===== src/rtl/detector_pkg.sv =====
// Shared types and constants for the serial pattern detector and its front end.
package detector_pkg;

  typedef enum logic {SER_IDLE, SER_SHIFT} ser_state_t;

  localparam int SER_WORDS_W = 16;

endpackage


===== src/rtl/bit_serializer.sv =====
// Parallel-to-serial front end: one-word holding buffer feeding a shift register that emits one bit per enabled cycle.
// Accept-to-first-bit latency is two edges; back-to-back words stream gaplessly; in_ready drops while the buffer is full.
module bit_serializer
  import detector_pkg::*;
#(
  parameter int WIDTH     = 8,
  parameter bit MSB_FIRST = 1'b1,
  parameter bit IDLE_BIT  = 1'b0
) (
  input  logic                   clk,
  input  logic                   rst_n,
  input  logic [WIDTH-1:0]       in_data,
  input  logic                   in_valid,
  output logic                   in_ready,
  input  logic                   enable,
  output logic                   x,
  output logic                   x_valid,
  output logic                   busy,
  output logic [SER_WORDS_W-1:0] words_sent
);

  localparam int CNT_W = (WIDTH > 1) ? $clog2(WIDTH) : 1;
  localparam logic [CNT_W-1:0] LAST_BIT = CNT_W'(WIDTH - 1);

  ser_state_t       state;
  logic [WIDTH-1:0] hold_data;
  logic             hold_valid;
  logic [WIDTH-1:0] sr;
  logic [CNT_W-1:0] cnt;
  logic             accept;
  logic             out_bit;

  // Gating with rst_n keeps the upstream from handing over a word that reset would discard.
  assign in_ready = !hold_valid && rst_n;
  assign accept   = in_valid && in_ready;
  assign out_bit  = MSB_FIRST ? sr[WIDTH-1] : sr[0];
  assign x_valid  = (state == SER_SHIFT) && enable;
  assign x        = x_valid ? out_bit : IDLE_BIT;
  assign busy     = (state == SER_SHIFT) || hold_valid;

  always_ff @(posedge clk) begin
    if (!rst_n) begin
      state      <= SER_IDLE;
      hold_data  <= '0;
      hold_valid <= 1'b0;
      sr         <= '0;
      cnt        <= '0;
      words_sent <= '0;
    end else begin
      // Accept never coincides with a reload: in_ready is low whenever hold_valid is set.
      if (accept) begin
        hold_data  <= in_data;
        hold_valid <= 1'b1;
      end

      case (state)
        SER_IDLE: begin
          if (hold_valid && enable) begin
            sr         <= hold_data;
            hold_valid <= 1'b0;
            cnt        <= '0;
            state      <= SER_SHIFT;
          end
        end
        SER_SHIFT: begin
          if (enable) begin
            if (cnt == LAST_BIT) begin
              words_sent <= words_sent + 1'b1;
              cnt        <= '0;
              if (hold_valid) begin
                sr         <= hold_data;
                hold_valid <= 1'b0;
              end else begin
                sr    <= '0;
                state <= SER_IDLE;
              end
            end else begin
              sr  <= MSB_FIRST ? (sr << 1) : (sr >> 1);
              cnt <= cnt + 1'b1;
            end
          end
        end
        default: state <= SER_IDLE;
      endcase
    end
  end

endmodule


===== config.mk =====
export PLATFORM = sky130hd
export DESIGN_NAME = bit_serializer
export DESIGN_NICKNAME = d
export VERILOG_FILES = /design/src/rtl/detector_pkg.sv /design/src/rtl/bit_serializer.sv
export SDC_FILE = /design/constraint.sdc
export NUM_CORES = 1
export LEC_CHECK = 0
export CAP_MARGIN = 25
export CORE_MARGIN = 2
export CORE_UTILIZATION = 52
export DETAILED_ROUTE_END_ITERATION = 12
export PLACE_DENSITY = 0.8
export REMOVE_ABC_BUFFERS = 1
export SLEW_MARGIN = 20
export SYNTH_ARGS = -nofsm -noshare
export SYNTH_HDL_FRONTEND = slang
export SYNTH_SLANG_ARGS = --single-unit

===== constraint.sdc =====
create_clock -name clk -period 5.34 [get_ports clk]
set_clock_uncertainty 0.2 [all_clocks]
set_input_delay 1.068 -clock clk [delete_from_list [all_inputs] [get_ports clk]]
set_output_delay 1.068 -clock clk [all_outputs]
set_load 0.01 [all_outputs]

* After elaboration in Yosys (flattened, before gate mapping)
Cells that the tools add are included.
Word-level totals: register bits 37, latch bits 0, RAM bits 0, ROM bits 0, input bits 12, output and inout bits 20, memories 0
Operators by class: add/sub/neg operators 2, $mul 0, div/mod/pow operators 0, magnitude comparators 0, equality and inequality tests 3, shifts and indexed selects 0, mux-type cells 21, bitwise operators 1, reductions and logical operators 8
Operators with widths (count):
- $mux W8 | 4
- $add A16 B1 Y16 const B | 1
- $pmux W8 S2 | 1
- $mux W1 | 10
- $mux W3 | 3
- $pmux W3 S2 | 1
- $logic_and A1 B1 Y1 | 4
- $ne A2 B2 Y1 const B | 2
- $pmux W1 S2 | 2
- $add A3 B1 Y3 const B | 1
- $eq A3 B3 Y1 const B | 1
- $reduce_and A3 Y1 | 1
- $reduce_and A2 Y1 | 1
- $logic_not A1 Y1 | 1
- $logic_or A1 B1 Y1 | 1
- $not A1 Y1 | 1

* Logic depth before layout (Yosys ltp)
Gate-level depths: netlist (run 1).
depth after elaboration 8, depth in mapped cells 7, gate-level depth less buffers 6

* Worst setup path after synthesis (run 1)
No wires, ideal clock.
path kind input to output, from input port rst_n, to output port in_ready, arrival 1.609 ns, slack 2.463 ns, cell stages on the path 3, path buffers 1, cell sequence clkinv_1 > clkbuf_1 > nor2_1
On the way: cells in the longest elaborated chain, start to end 1
Ends and longest elaborated chain:
- start: declaration | line bit_serializer.sv:11 | input logic rst_n,
- $logic_and A1 B1 Y1 | line bit_serializer.sv:34 | assign in_ready = !hold_valid && rst_n;
- end: declaration | line bit_serializer.sv:14 | output logic in_ready,
No other way between the ends.

* Final worst setup path (run 1)
Same ends and word-level chain as after synthesis.

==> metrics.md, run 1 <==
| Metric | Value |
|---|---|
| Dominant register cell in the synthesized netlist | dfxtp_1 |
| Adder-Cell Fraction of Synth Area | 0.03070 |
| Setup WS post-layout | 1.367 ns |
| Final Critical Period | 3.973 ns |
| GP Congestion | 0.8772 |
| I/O pins | 32 |
| Synth cell types | 31 |
| Row cnt | 20 |
| Setup Buffers After CTS | 0 |
| Inserted Clock Buffers | 5 |
| Pin count of the biggest net entering global routing | 36 |
| Max-cap viol count | 0 |
| Count of cells along the worst hold path | 2 |
| Largest stage delay, worst path | 0.61 ns |
| Total wire length | 3.106 mm |
| First DRT Iteration DRCs | 67 |
| CP endpoint kind | output pin |
| TritonCTS clock tree | done |
| Dominant cell by count in the synthesized netlist | dfxtp_1 |
| Final hold violations | 0 |
| Clock Pin Slew Worst Setup and Hold Paths | 0.10 ns |
| Die Footprint | 3599 um2 |
| Accumulated negative setup slack | 0 ns |
| Port Buffers | 31 |
| Share of layout cells above drive strength 1 | 0.05963 |
| DR vias | 1399 |
| Path type of the worst setup path | primary input to output pin |
| Max-slew violation count | 0 |
| Vias/cell | 5.340 |
| Main combinational cell family by area after synthesis | simple AND/OR/NAND/NOR gates |
| Fraction of the core area covered by cells at the end of the flow | 0.6661 |
| WP data arrival | 2.71 ns |
| Compound-Gate Fraction of Synth Area | 0.09977 |
| Startpoint type of the worst setup path | primary input |
| Fraction of the mapped netlist area in simple logic gates | 0.2947 |
| Cell count after synthesis | 189 |
| Required time at the endpoint of the critical path | 4.07 ns |
| Share of the synthesized area in the top cell type | 0.4543 |
| # H-tree levels | 2 |
| Floorplan core area | 3028 um2 |
| Crit-path cells | clkdlybuf4s50_1, clkinv_1, buf_4, nor2_1, clkdlybuf4s50_1 |
| Number of buffers added to fix hold violations after cts | 0 |
| HPWL after DPL | 2.308 mm |
| Cell type of the slowest stage on the worst timing path | clkdlybuf4s50_1 |
| Post-Place Worst Slack | 1.362 ns |
| Xor/xnor cell area share of the yosys netlist | 0.05909 |
| Total power divided by cell area | 239.2 nW/um2 |
| Max_slew headroom | 0.6614 |
| Total number of yosys warnings | 0 |
| Class of the tightest hold or removal check | flop to flop |
| Reported leakage power | 0.7752 nW |
| Clock root buffer | clkbuf_4 |
| Multiplexer area fraction after synthesis | 0.02456 |
| Gates resized, CTS repair | 0 |
| First-pass iteration count of the detailed router | 5 |
| Post-Place Cell Area | 1962 um2 |
| Async set-reset flop share out of synthesis | 0 |
| Transition time at the pin with the least slew margin | 0.5069 ns |
| Yosys reg bits | 37 |
| Post-route ant nets | 0 |
| Seq/Total Area, Yosys | 0.4543 |
| Outcome | finished clean |
| Mean routed wirelength per cell | 11.85 um |
| Final-report setup violation count | 0 |
| GR Util All Layers | 0.1994 |
| Worst Reg-to-Reg Cells | 6 |
| Number of antenna violations at the first check in global routing | 0 |
| TritonCTS sink count | 37 |
| Leftover overflow at the end of global routing | 0 |
| Post-synth top area cell | dfxtp_1 |
| Vias in the first global route | 1302 |
| Critical path's most frequent cell | clkdlybuf4s50_1 |
| Final cycle utilization of the critical path | 0.7440 |
| FMAX | 251.7 MHz |
| IR Drop Worst-Case VDD | 0.1758 mV |
| Die outline width | 60.00 um |
| Average cell area after synthesis | 8.626 um2 |
| Nets | 234 |
| Number of remaining DRC errors | 0 |
| Chip height | 60.00 um |
| Overall power | 0.4825 mW |
| Total inserted antenna cells | 0 |
| Starting Density | 0.5384 |
| Number of flops mapped to enable cells by yosys | 0 |
| Wire length of the first global-routing pass | 5.340 mm |
| Synthesized cell area | 1630 um2 |
| Most common library cells after synthesis | dfxtp_1 (37), nand2_1 (29), nor2_1 (26), a21oi_1 (12), nor3_1 (11) |
| Deepest clock path buffer count | 2 |
| Top cells by area in the synthesized netlist | dfxtp_1 (45%), nand2_1 (6.7%), nor2_1 (6.0%) |
| Post-layout instance area | 2017 um2 |
| RSZ-0062 raised after global routing | no |
| CP Max Fanout | 35 |
| Insertion delay of the later-clocked pin in the worst-skew pair | 0.34 ns |
| Number of fill cells in the layout | 263 |
| Area grow syn2layout | 23.71% |
[metal layers]
layer,GRT usage,up-vias,part of all wire
met5,0,-,0
met4,0.07937,0,0.016
met3,0.07143,5,0.066
met2,0.3385,39,0.50
met1,0.2263,647,0.42
li1,-,708,-
[placed cells by master, fill, tap and decap left out, drive strengths merged, types with 2 or more instances in the layout]
| master | instances |
|---|---|
| nand4 | 4 |
| inv | 4 |
| dfxtp | 37 |
| a21oi | 12 |
| clkbuf | 7 |
| nand3 | 7 |
| a22oi | 3 |
| nand2 | 29 |
| nor2 | 26 |
| and3 | 3 |
| xnor2 | 9 |
| ha | 4 |
| clkdlybuf4s50 | 31 |
| o21ai | 2 |
| nor4 | 5 |
| a221oi | 7 |
| nor3 | 11 |
| nand2b | 4 |
| mux2i | 4 |
| xor2 | 2 |
[final timing paths]
kind | to | slack [ns] | start
min | hold_data[1] | 0.26 | hold_data[1]
max | in_ready | 1.37 | rst_n
min reg2reg | hold_data[1] | 0.26 | hold_data[1]
max reg2reg | words_sent[15] | 3.39 | cnt[0]
[cells by family after synthesis]
logic type      after synthesis
mux                           4
compound gates               25
simple gates                 93
buf+inv                      15
fa+ha+maj                     4
xor+xnor                     11
flops                        37
[metrics by stage]
| stage | hold WS [ns] | instances |
|---|---|---|
| floorplan | 0.2320 | 179 |
| CTS | 0.2625 | 262 |
| global placement | 0.2432 | 255 |
| detailed placement | 0.2484 | 255 |
| global route | 0.2840 | 262 |
| finish | 0.2631 | 262 |
[area by class of cell]
class	instances	area [um2]	share of cell area
tap	44	55.05	0.02730
timing repair buffer	32	317.8	0.1576
inverter	5	18.77	0.009305
clock buffer	7	55.05	0.02730
sequential	37	740.7	0.3672
multi-input combinational	137	829.5	0.4113
[worst max-delay path: cells and delay by family]
| family | cells | cell delay, ns |
|---|---|---|
| buffers and inverters | 4 | 1.51 |
| and+or+nand+nor | 1 | 0.12 |
[flip-flops by register name (all words and copies together) (netlist names)]
name / flops
words_sent: 16
hold_data: 8
sr: 8
cnt: 3
hold_valid: 1
state: 1
[power by group]
| part | switching [mW] | internal [mW] | total (mW) |
|---|---|---|---|
| Combinational | 0.0237 | 0.0206 | 0.0442 |
| Sequential | 0.00625 | 0.285 | 0.291 |
| Clock | 0.0849 | 0.0621 | 0.147 |
| Total | 0.115 | 0.368 | 0.483 |
No activity file was read; power rests on OpenSTA's default activity.
==> inputs of run 2 (changes only) <==
--- a/config.mk
+++ b/config.mk
@@ -7,9 +7,9 @@
 export LEC_CHECK = 0
 export CAP_MARGIN = 25
 export CORE_MARGIN = 2
-export CORE_UTILIZATION = 52
+export CORE_UTILIZATION = 50
 export DETAILED_ROUTE_END_ITERATION = 12
-export PLACE_DENSITY = 0.8
+export PLACE_DENSITY = 0.78
 export REMOVE_ABC_BUFFERS = 1
 export SLEW_MARGIN = 20
 export SYNTH_ARGS = -nofsm -noshare
==> constraint.sdc (replaced) <==
create_clock -name clk -period 3.9 [get_ports clk]
set_clock_uncertainty 0.2 [all_clocks]
set_input_delay 0.78 -clock clk [delete_from_list [all_inputs] [get_ports clk]]
set_output_delay 0.78 -clock clk [all_outputs]
set_load 0.01 [all_outputs]
==> metrics.md, run 2 (synthesized netlist as in run 1, its figures left out) <==
| Metric | Value |
|---|---|
| Outcome | finished clean |
| Critical path's most frequent cell | clkdlybuf4s50_1 |
| Clock root buffer | clkbuf_4 |
| Number of cells after detailed placement | 255 (unchanged) |
| Final-report setup violation count | 0 (unchanged) |
| Post-Place Cell Area | 1962 um2 (unchanged) |
| Deepest clock path buffer count | 2 (unchanged) |
| Gates resized, CTS repair | 0 (unchanged) |
| Final cycle utilization of the critical path | 0.8310 |
| Total power divided by cell area | 362.5 nW/um2 (+52%) |
| Number of remaining DRC errors | 0 (unchanged) |
| Crit-path cells | clkdlybuf4s50_1, nand2_1, inv_1, clkdlybuf4s50_1 |
| Wire length of the first global-routing pass | 5.602 mm (+4.9%) |
| Max_slew headroom | 0.6715 (+0.01012) |
| Post-route ant nets | 0 (unchanged) |
| Class of the tightest hold or removal check | flop to flop |
| Cell type of the slowest stage on the worst timing path | clkdlybuf4s50_1 |
| Accumulated negative setup slack | 0 ns (unchanged) |
| Largest register FFs | 16 (unchanged) |
| Overall power | 0.7420 mW (+54%) |
| Startpoint type of the worst setup path | primary input |
| Inserted Clock Buffers | 5 (unchanged) |
| Setup WS post-layout | 0.6591 ns (-0.7078 ns) |
| Total wire length | 3.213 mm (+3.4%) |
| Most common cell after layout, fill and taps aside | dfxtp_1 |
| CP Max Fanout | 10 (-71%) |
| TritonCTS sink count | 37 (unchanged) |
| Chip height | 61.10 um (+1.8%) |
| Vias/cell | 5.228 (-2.1%) |
| Total inserted antenna cells | 0 (unchanged) |
| Number of buffers added to fix hold violations after cts | 0 (unchanged) |
| Largest regs | words_sent (16), hold_data (8), sr (8) |
| Top reg by flops | words_sent |
| Register-to-Register Setup Slack | 1.88 ns (-1.51 ns) |
| Required time at the endpoint of the critical path | 2.92 ns (-1.15 ns) |
| WP data arrival | 2.26 ns (-0.45 ns) |
| Vias in the first global route | 1326 (+1.8%) |
| Die outline width | 61.10 um (+1.8%) |
| GR Util All Layers | 0.2006 (+0.001242) |
| FMAX | 308.6 MHz |
| Max-slew violation count | 0 (unchanged) |
| Pin count of the biggest net entering global routing | 35 (-2.8%) |
| Final std cells w/o fill | 263 (+0.38%) |
| Reported leakage power | 0.7893 nW (+1.8%) |
| Area grow syn2layout | 25.56% |
| First-pass iteration count of the detailed router | 4 (-1) |
| First DRT Iteration DRCs | 127 (+90%) |
| Fraction of the core area covered by cells at the end of the flow | 0.6650 (-0.001075) |
| # H-tree levels | 2 (unchanged) |
| I/O pins | 32 (unchanged) |
| CP endpoint kind | output pin |
| Post-Place Worst Slack | 0.6647 ns (-0.6977 ns) |
| TritonCTS clock tree | done |
| Leftover overflow at the end of global routing | 0 (unchanged) |
| Post-layout instance area | 2047 um2 (+1.5%) |
| Die Footprint | 3733 um2 (+3.7%) |
| Worst hold margin | 0.2649 ns (+0.001775 ns) |
| Top library cells by usage in the layout, fill and taps aside | dfxtp_1 (37), clkdlybuf4s50_1 (31), nand2_1 (29) |
| Final hold violations | 0 (unchanged) |
| Transition time at the pin with the least slew margin | 0.4910 ns (-0.01595 ns) |
| HPWL after DPL | 2.344 mm (+1.6%) |
| Share of layout cells above drive strength 1 | 0.06393 (+0.004294) |
| Largest stage delay, worst path | 0.69 ns (+0.08 ns) |
| Clock Pin Slew Worst Setup and Hold Paths | 0.10 ns (about the same) |
| Setup Buffers After CTS | 0 (unchanged) |
| Insertion delay of the later-clocked pin in the worst-skew pair | 0.36 ns (+0.02 ns) |
| Number of antenna violations at the first check in global routing | 0 (unchanged) |
| RSZ-0062 raised after global routing | no |
| Max-cap viol count | 0 (unchanged) |
| Mean routed wirelength per cell | 12.22 um (+3.1%) |
| Starting Density | 0.5297 (-0.008755) |
| Path type of the worst setup path | primary input to output pin |
| Nets | 234 (unchanged) |
| DR vias | 1375 (-1.7%) |
| Floorplan core area | 3078 um2 (+1.7%) |
| IR Drop Worst-Case VDD | 0.3072 mV (+75%) |
| Final Critical Period | 3.241 ns |
| Port Buffers | 31 (unchanged) |
| Row cnt | 20 (unchanged) |
| GP Congestion | 0.8388 (-4.4%) |
-- run 2: changes by cell type in the layout (fill, tap and decap cells not counted) --
cell / before / now
bufinv_16: 0 / 1
-- run 2: routing by layer --
layer,GRT usage,wire length [um],up-vias
met3,0.06513,181,10
met1,0.2402,1413,617
met2,0.3283,1537,41
met4,0.09006,80,0
met5,0,0,-
li1,-,-,707
-- run 2: cell type report --
type                       instances  area (um2)
inverter                           5       18.77
fill                             255        1031
clock buffer                       7       55.05
timing repair buffer              32       317.8
clock inverter                     1       30.03
multi-input combinational        137       829.5
sequential                        37       740.7
tap                               44       55.05
-- run 2: path summary, 6_finish.rpt --
kind                startpoint             end  cells after the start
setup / recovery        enable         x_valid                      4
hold / removal    hold_data[1]    hold_data[1]                      2
setup reg to reg        cnt[0]  words_sent[12]                      6
hold reg to reg   hold_data[1]    hold_data[1]                      2
-- run 2: worst max-delay path: cells and delay by family --
family / cells / cell delay [ns]
buf+inv: 3 / 1.33
simple gates: 1 / 0.15
-- run 2: where the power goes --
group	leakage, nW	internal (mW)	switching (mW)	total [mW]
clock network	0.0455	0.153	0.129	0.282
registers	0.301	0.390	0.00842	0.399
logic	0.443	0.0282	0.0327	0.0609
total	0.789	0.572	0.170	0.742
==> inputs of run 3 (changes only) <==
==> constraint.sdc (replaced) <==
create_clock -name clk -period 3.1 [get_ports clk]
set_clock_uncertainty 0.2 [all_clocks]
set_input_delay 0.62 -clock clk [delete_from_list [all_inputs] [get_ports clk]]
set_output_delay 0.62 -clock clk [all_outputs]
set_load 0.01 [all_outputs]
==> metrics.md, run 3 (synthesized netlist as in run 1, its figures left out) <==
| Metric | Value |
|---|---|
| Chip height | 61.10 um (unchanged) |
| Clock Pin Slew Worst Setup and Hold Paths | 0.10 ns (about the same) |
| TritonCTS clock tree | done |
| Number of buffers added to fix hold violations after cts | 0 (unchanged) |
| Final Critical Period | 2.874 ns |
| Share of layout cells above drive strength 1 | 0.06818 (+0.004255) |
| Max-cap viol count | 0 (unchanged) |
| Final hold violations | 0 (unchanged) |
| Wire length of the first global-routing pass | 5.340 mm (-4.7%) |
| Number of antenna violations at the first check in global routing | 0 (unchanged) |
| Outcome | finished clean |
| I/O pins | 32 (unchanged) |
| Gates resized, CTS repair | 0 (unchanged) |
| DR vias | 1399 (+1.7%) |
| Vias/cell | 5.299 (+1.4%) |
| CP endpoint kind | output pin |
| Deepest clock path buffer count | 2 (unchanged) |
| Number of remaining DRC errors | 0 (unchanged) |
| Required time at the endpoint of the critical path | 2.28 ns (-0.64 ns) |
| FMAX | 347.9 MHz |
| Insertion delay of the later-clocked pin in the worst-skew pair | 0.33 ns (-0.03 ns) |
| Vias in the first global route | 1306 (-1.5%) |
| Class of the tightest hold or removal check | flop to flop |
| Largest regs | words_sent (16), hold_data (8), sr (8) |
| Path type of the worst setup path | primary input to output pin |
| Top library cells by usage in the layout, fill and taps aside | dfxtp_1 (37), clkdlybuf4s50_1 (31), nand2_1 (29) |
| First-pass iteration count of the detailed router | 4 (unchanged) |
| Most common cell after layout, fill and taps aside | dfxtp_1 |
| Post-Place Worst Slack | 0.2559 ns (-0.4088 ns) |
| # H-tree levels | 2 (unchanged) |
| Pin count of the biggest net entering global routing | 35 (unchanged) |
| Total wire length | 3.176 mm (-1.2%) |
| HPWL after DPL | 2.426 mm (+3.5%) |
| Total inserted antenna cells | 0 (unchanged) |
| CP Max Fanout | 7 (-3) |
| Setup WS post-layout | 0.2260 ns (-0.4331 ns) |
| Post-route ant nets | 0 (unchanged) |
| Area grow syn2layout | 23.94% |
| Final-report setup violation count | 0 (unchanged) |
| Max-slew violation count | 0 (unchanged) |
| Overall power | 0.8198 mW (+10%) |
| Worst hold margin | 0.2675 ns (+0.002631 ns) |
| Reported leakage power | 0.7806 nW (-1.1%) |
| Top reg by flops | words_sent |
| TritonCTS sink count | 37 (unchanged) |
| Starting Density | 0.5297 (unchanged) |
| Startpoint type of the worst setup path | primary input |
| Final cycle utilization of the critical path | 0.9271 |
| Port Buffers | 31 (unchanged) |
| Inserted Clock Buffers | 5 (unchanged) |
| First DRT Iteration DRCs | 52 (-59%) |
| Mean routed wirelength per cell | 12.03 um (-1.5%) |
| Accumulated negative setup slack | 0 ns (unchanged) |
| Transition time at the pin with the least slew margin | 0.4966 ns (+0.005617 ns) |
| Total power divided by cell area | 405.7 nW/um2 (+12%) |
| GP Congestion | 0.8147 (-2.9%) |
| Setup Buffers After CTS | 0 (unchanged) |
| GR Util All Layers | 0.1942 (-0.006386) |
| Largest register FFs | 16 (unchanged) |
| Row cnt | 20 (unchanged) |
| Clock root buffer | clkbuf_4 |
| Floorplan core area | 3078 um2 (unchanged) |
| Die outline width | 61.10 um (unchanged) |
| Fraction of the core area covered by cells at the end of the flow | 0.6565 (-0.008537) |
| Die Footprint | 3733 um2 (unchanged) |
| Nets | 235 (+0.43%) |
| Leftover overflow at the end of global routing | 0 (unchanged) |
| Max_slew headroom | 0.6677 (-0.003759) |
| WP data arrival | 2.05 ns (-0.21 ns) |
| RSZ-0062 raised after global routing | no |
| IR Drop Worst-Case VDD | 0.3059 mV (-0.40%) |
-- run 3: stage by stage --
step | cells | instance area [um2]
3_5_place_dp | 256 | 1969
5_1_grt | 264 | 2021
4_1_cts | 264 | 2021
3_3_place_gp | 256 | 1969
2_1_floorplan | 179 | 1589
6_report | 264 | 2021
-- run 3: cell type report --
| cell class | count | area (um2) |
|---|---|---|
| Sequential cell | 37 | 740.7 |
| Clock inverter | 2 | 10.01 |
| Clock buffer | 6 | 41.29 |
| Fill cell | 279 | 1057 |
| Multi-Input combinational cell | 137 | 829.5 |
| Inverter | 5 | 18.77 |
| Tap cell | 44 | 55.05 |
| Timing Repair Buffer | 33 | 325.3 |
-- run 3: worst max-delay path, stage by stage --
cell             delay, ns
clkdlybuf4s50_1       0.61
clkinv_1              0.16
nor2_1                0.12
clkdlybuf4s50_1       0.54
-- run 3: worst paths after layout --
path                    endpoint  depth (start not counted)  slack [ns]  startpoint
hold reg to reg            sr[0]                          2        0.27       sr[0]
hold / removal             sr[0]                          2        0.27       sr[0]
setup reg to reg  words_sent[15]                          6        1.15      cnt[0]
setup / recovery        in_ready                          4        0.23       rst_n
-- run 3: routing by layer --
| metal | track usage | up-vias | wire length, um | share of wire |
|---|---|---|---|---|
| met1 | 0.2224 | 658 | 1367 | 0.43 |
| met2 | 0.3450 | 29 | 1640 | 0.52 |
| met5 | 0 | - | 0 | 0 |
| met4 | 0.08385 | 0 | 47 | 0.015 |
| met3 | 0.04412 | 6 | 120 | 0.038 |
| li1 | - | 706 | - | - |
-- run 3: report_power, final --
group / total [mW] / internal (mW) / switching [mW]
clock network: 0.240 / 0.0865 / 0.153
registers: 0.502 / 0.491 / 0.0110
logic: 0.0783 / 0.0362 / 0.0421
